## config.mk

```make
export PLATFORM = sky130hd
export DESIGN_NAME = cnt_seq_ctrl
export DESIGN_NICKNAME = d
export VERILOG_FILES = /design/src/rtl/cnt_seq_ctrl.sv
export SDC_FILE = /design/constraint.sdc
export NUM_CORES = 1
export LEC_CHECK = 0
export ABC_AREA = 1
export BUFFER_PORTS_ARGS = -buffer_cell sky130_fd_sc_hd__buf_2
export CAP_MARGIN = 20
export CORE_MARGIN = 5
export CORE_UTILIZATION = 35
export CTS_BUF_LIST = sky130_fd_sc_hd__clkbuf_8
export DETAILED_ROUTE_END_ITERATION = 6
export GPL_ROUTABILITY_DRIVEN = 0
export GPL_TIMING_DRIVEN = 1
export RECOVER_POWER = 100
export SLEW_MARGIN = 20
export SYNTH_ARGS = -nofsm -noshare
export SYNTH_HDL_FRONTEND = slang
export SYNTH_SLANG_ARGS = --single-unit
```

## constraint.sdc

```tcl
create_clock -name clk -period 1.59 [get_ports clk]
set_clock_uncertainty 0.05 [all_clocks]
set_input_delay 0.318 -clock clk [delete_from_list [all_inputs] [get_ports clk]]
set_output_delay 0.318 -clock clk [all_outputs]
set_load 0.02 [all_outputs]
```

## src/rtl/cnt_seq_ctrl.sv

```systemverilog
// Programmable up/down counter sequencer: runs a number of start-to-limit passes
// with pause (HOLD) and abort, then pulses done for one cycle.
module cnt_seq_ctrl #(
    parameter int WIDTH = 4
) (
    input  logic             clk,
    input  logic             reset,
    input  logic             cmd_valid,
    output logic             cmd_ready,
    input  logic [WIDTH-1:0] cmd_start,
    input  logic [WIDTH-1:0] cmd_limit,
    input  logic             cmd_dir,
    input  logic [WIDTH-1:0] cmd_reps,
    input  logic             pause,
    input  logic             abort,
    output logic [WIDTH-1:0] q,
    output logic             tc,
    output logic             done,
    output logic             busy
);

    typedef enum logic [1:0] {
        S_IDLE = 2'd0,
        S_RUN  = 2'd1,
        S_HOLD = 2'd2,
        S_DONE = 2'd3
    } state_t;

    state_t           r_state;
    state_t           w_state_next;
    logic [WIDTH-1:0] r_q;
    logic [WIDTH-1:0] w_q_next;
    logic [WIDTH-1:0] r_pass;
    logic [WIDTH-1:0] w_pass_next;
    logic [WIDTH-1:0] r_start;
    logic [WIDTH-1:0] r_limit;
    logic             r_dir;
    logic [WIDTH-1:0] r_reps;

    logic             w_accept;
    logic             w_at_limit;
    logic [WIDTH-1:0] w_q_step;

    // Ready is masked by reset so nothing can be accepted on a reset edge.
    assign cmd_ready  = (r_state == S_IDLE) & ~reset;
    assign w_accept   = cmd_valid & cmd_ready;
    assign w_at_limit = (r_q == r_limit);
    assign w_q_step   = r_dir ? (r_q + WIDTH'(1)) : (r_q - WIDTH'(1));

    assign q    = r_q;
    assign busy = (r_state != S_IDLE);
    assign done = (r_state == S_DONE);
    assign tc   = (r_state == S_RUN) & w_at_limit & ~pause & ~abort;

    always_comb begin
        w_state_next = r_state;
        w_q_next     = r_q;
        w_pass_next  = r_pass;
        case (r_state)
            S_IDLE: begin
                if (w_accept) begin
                    w_state_next = S_RUN;
                    w_q_next     = cmd_start;
                    w_pass_next  = '0;
                end
            end
            S_RUN: begin
                if (abort) begin
                    w_state_next = S_IDLE;
                    w_q_next     = '0;
                    w_pass_next  = '0;
                end else if (pause) begin
                    w_state_next = S_HOLD;
                end else if (!w_at_limit) begin
                    w_q_next = w_q_step;
                end else if (r_pass == r_reps) begin
                    w_state_next = S_DONE;
                end else begin
                    w_pass_next = r_pass + WIDTH'(1);
                    w_q_next    = r_start;
                end
            end
            S_HOLD: begin
                // Resuming costs one cycle with q held; counting restarts in RUN.
                if (abort) begin
                    w_state_next = S_IDLE;
                    w_q_next     = '0;
                    w_pass_next  = '0;
                end else if (!pause) begin
                    w_state_next = S_RUN;
                end
            end
            S_DONE: begin
                w_state_next = S_IDLE;
            end
            default: begin
                w_state_next = S_IDLE;
            end
        endcase
    end

    always_ff @(posedge clk) begin
        if (reset) begin
            r_state <= S_IDLE;
            r_q     <= '0;
            r_pass  <= '0;
            r_start <= '0;
            r_limit <= '0;
            r_dir   <= 1'b0;
            r_reps  <= '0;
        end else begin
            r_state <= w_state_next;
            r_q     <= w_q_next;
            r_pass  <= w_pass_next;
            if (w_accept) begin
                r_start <= cmd_start;
                r_limit <= cmd_limit;
                r_dir   <= cmd_dir;
                r_reps  <= cmd_reps;
            end
        end
    end

endmodule

```

==> run metrics <==
CP Capture Type primary output; H-tree Lvls 1; unrepaired setup endpoints after global routing yes; Int Power approximately 2.1 mW; sequential cell area between 400 and 500 um^2; most common cell after layout, fill and taps aside nand2_1; PD cells ~1800 mW/mm^2; part of the power in the clock network under 10%; final hold violations 0; Leak 1.01 nW; Initial Util a little under two fifths; Seq cells post-synth 23; CTS tree done; DR pass1 iterations 4; Via density approximately 4.7; Clock Path Buffers 2; Syn Inst Count 237; commonest non-fill, non-tap cells in the layout nand2_1, buf_4, buf_2, inv_1, a21oi_1; post-layout util roughly 53%; DRT Wirelength slightly below 4000 um; startpoint types flop; Worst-Margin Slew around 0.34 ns; grt total ovfl 0; DRC 0; failing checks setup timing; Hold Crit Class in2reg; Final #Nets around 320; chip height about 76 um; dominant cell type by area after synthesis dfxtp_1; Clock Latency Late Sink between 0.2 and 0.3 ns; PortBufs 25; Max Freq a little under 600 MHz; Req. time, crit path 1.22 ns; Slew headroom slightly below 80%; post-layout min period 1.71 ns; post-synthesis net count 264; final slew viol count 0; Via Count between 1,500 and 2,000; Switching Power between 1.5 and 2 mW; Reg clk slew, reported paths around 0.08 ns; Final period util 107%; CP max FO 4; DIE AREA roughly 0.0057 mm^2; DPL Wire Length around 2800 um; Setup CP Type reg2out; number of buffers created by CTS 3; Mean Syn Cell Area ~6.4 um^2; dominant cells by area after synthesis dfxtp_1, nand2_1, inv_1; Mapped Area between 0.0015 and 0.002 mm^2; root buf cell clkbuf_8; count of different cell masters after synthesis 26; Area Overhead vs Synth 43.4%; outcome finished, violations left; initial antenna violation count 0; Seq pwr share roughly 23%; Worst VDD drop 0.000887 V; Multi-input gate area approximately 0.0011 mm^2; CTS Sinks 23; final worst slack -0.115 ns; antenna cells 0; switching share of power between 40 and 50%; first-pass GRT wire length between 6000 and 7000 um; gr usage total ~14%; Hold-fix buffers, CTS 0; Critical Path AT roughly 1.3 ns; FILL cells 417; Yosys Warn Count 0; top-area cell type share of the netlist area a little under a third; R2R Setup Slk -0.05 ns; core area slightly above 0.004 mm^2; IO Count 26; max-cap violation count 0; Seq/Total Area, Yosys around 31%; drt initial violations between 70 and 80; DR WL/cell 11.5 um; Logic pwr share about two thirds; layout cells sized above 1 between 40% and 50%; Die Wd 75.7 um; Final Setup Violations 9; vias in the first global route about 1,500; FP Rows 23; Setup TNS Final -0.345 ns; Post-DRT Antenna Nets 0; largest net degree at the start of global routing 15
## power by group through the flow
stage / Clock (mW) / Sequential (mW) / Combinational (mW)
final: 0.358 / 0.907 / 2.71
after global routing: 0.391 / 0.929 / 3.03
after CTS: 0.370 / 0.894 / 2.43
after detailed placement: 0 / 0.886 / 2.13
after global placement: 0 / 0.882 / 2.13
after floorplan: 0 / 0.904 / 1.56
## state kept, by name, indices dropped and copies added, names as in the netlist
name and count:
q 4, r_state 2, r_dir 1, r_start 4, r_pass 4, r_limit 4
r_reps 4
## kinds of logic after synthesis
group,count (synthesis),synth area share [%]
AOI/OAI and AO/OA,35,12.0
xor gates and xnor gates,2,1.16
adders and majority gates,9,7.96
buffers and inverters,38,9.54
DFF,23,30.5
and+or+nand+nor,130,38.8
## cell type report
cell class,instances,share of cell area (%)
Multi-Input combinational cell,176,50.0
Sequential cell,23,22.7
Timing Repair Buffer,52,15.8
Inverter,34,6.59
Tap cell,50,2.89
Clock buffer,3,1.91
Clock inverter,1,0.173
## per-stage QoR
stage | instance area [um^2] | std cells | hold slack, ns | worst slack [ns] | power (mW)
after CTS | 2030 | 335 | 0.258 | -0.0914 | 3.69
after global placement | 1810 | 318 | 0.394 | 0.00723 | 3.01
after floorplan | 1560 | 237 | 0.337 | -0.0127 | 2.46
after detailed placement | 1810 | 318 | 0.402 | -0.0413 | 3.02
final | 2160 | 339 | 0.255 | -0.115 | 3.97
after global routing | 2160 | 339 | 0.271 | -0.184 | 4.35
## critical path, cell delays in order, from the launching register on
cell and delay, ns:
dfxtp_4 0.37, inv_2 0.04, nand2_2 0.06, nand2_2 0.07, nor2_4 0.16, nand2_4 0.08, nor3_4 0.16, buf_6 0.14
## what timing repair did
| item | in CTS | in global routing |
|---|---|---|
| resized for setup | 27 | 42 |
| pin swaps | 4 | 22 |
| setup buffers | 13 | 6 |
| endpoints found under the setup margin | 10 | 16 |
## cells in the mapped netlist
cell type   n
o21a_1      1
fa_1        1
inv_2       6
nor2_8      1
clkbuf_1    3
buf_2       1
nor4_1      1
nor2_2      3
ha_1        8
nand2_2     3
nor2_1     23
a21oi_1    20
inv_1      27
nand4_1     1
o21ai_2     1
nand3_1    19
nand2_1    73
nand2_4     1
clkinv_1    1
nor3_1      2
nand3_4     1
dfxtp_1    23
nand3_2     1
o21ai_0    13
nor2_4      1
xnor2_1     2
## layer usage
| metal | wire length, um | global-route usage (%) |
|---|---|---|
| met1 | 1790 | 18.2 |
| met4 | 35 | 2.91 |
| met2 | 1920 | 23.8 |
| met3 | 145 | 3.17 |
| met5 | 0 | 0 |
## path summary, 6_finish.rpt
path                endpoint        from  depth (start not counted)
setup / recovery          tc        q[2]                          7
hold / removal     r_pass[2]       reset                          2
setup reg to reg        q[2]  r_state[1]                         13
hold reg to reg   r_start[2]  r_start[2]                          2
Power figures use the tool's default switching activity.
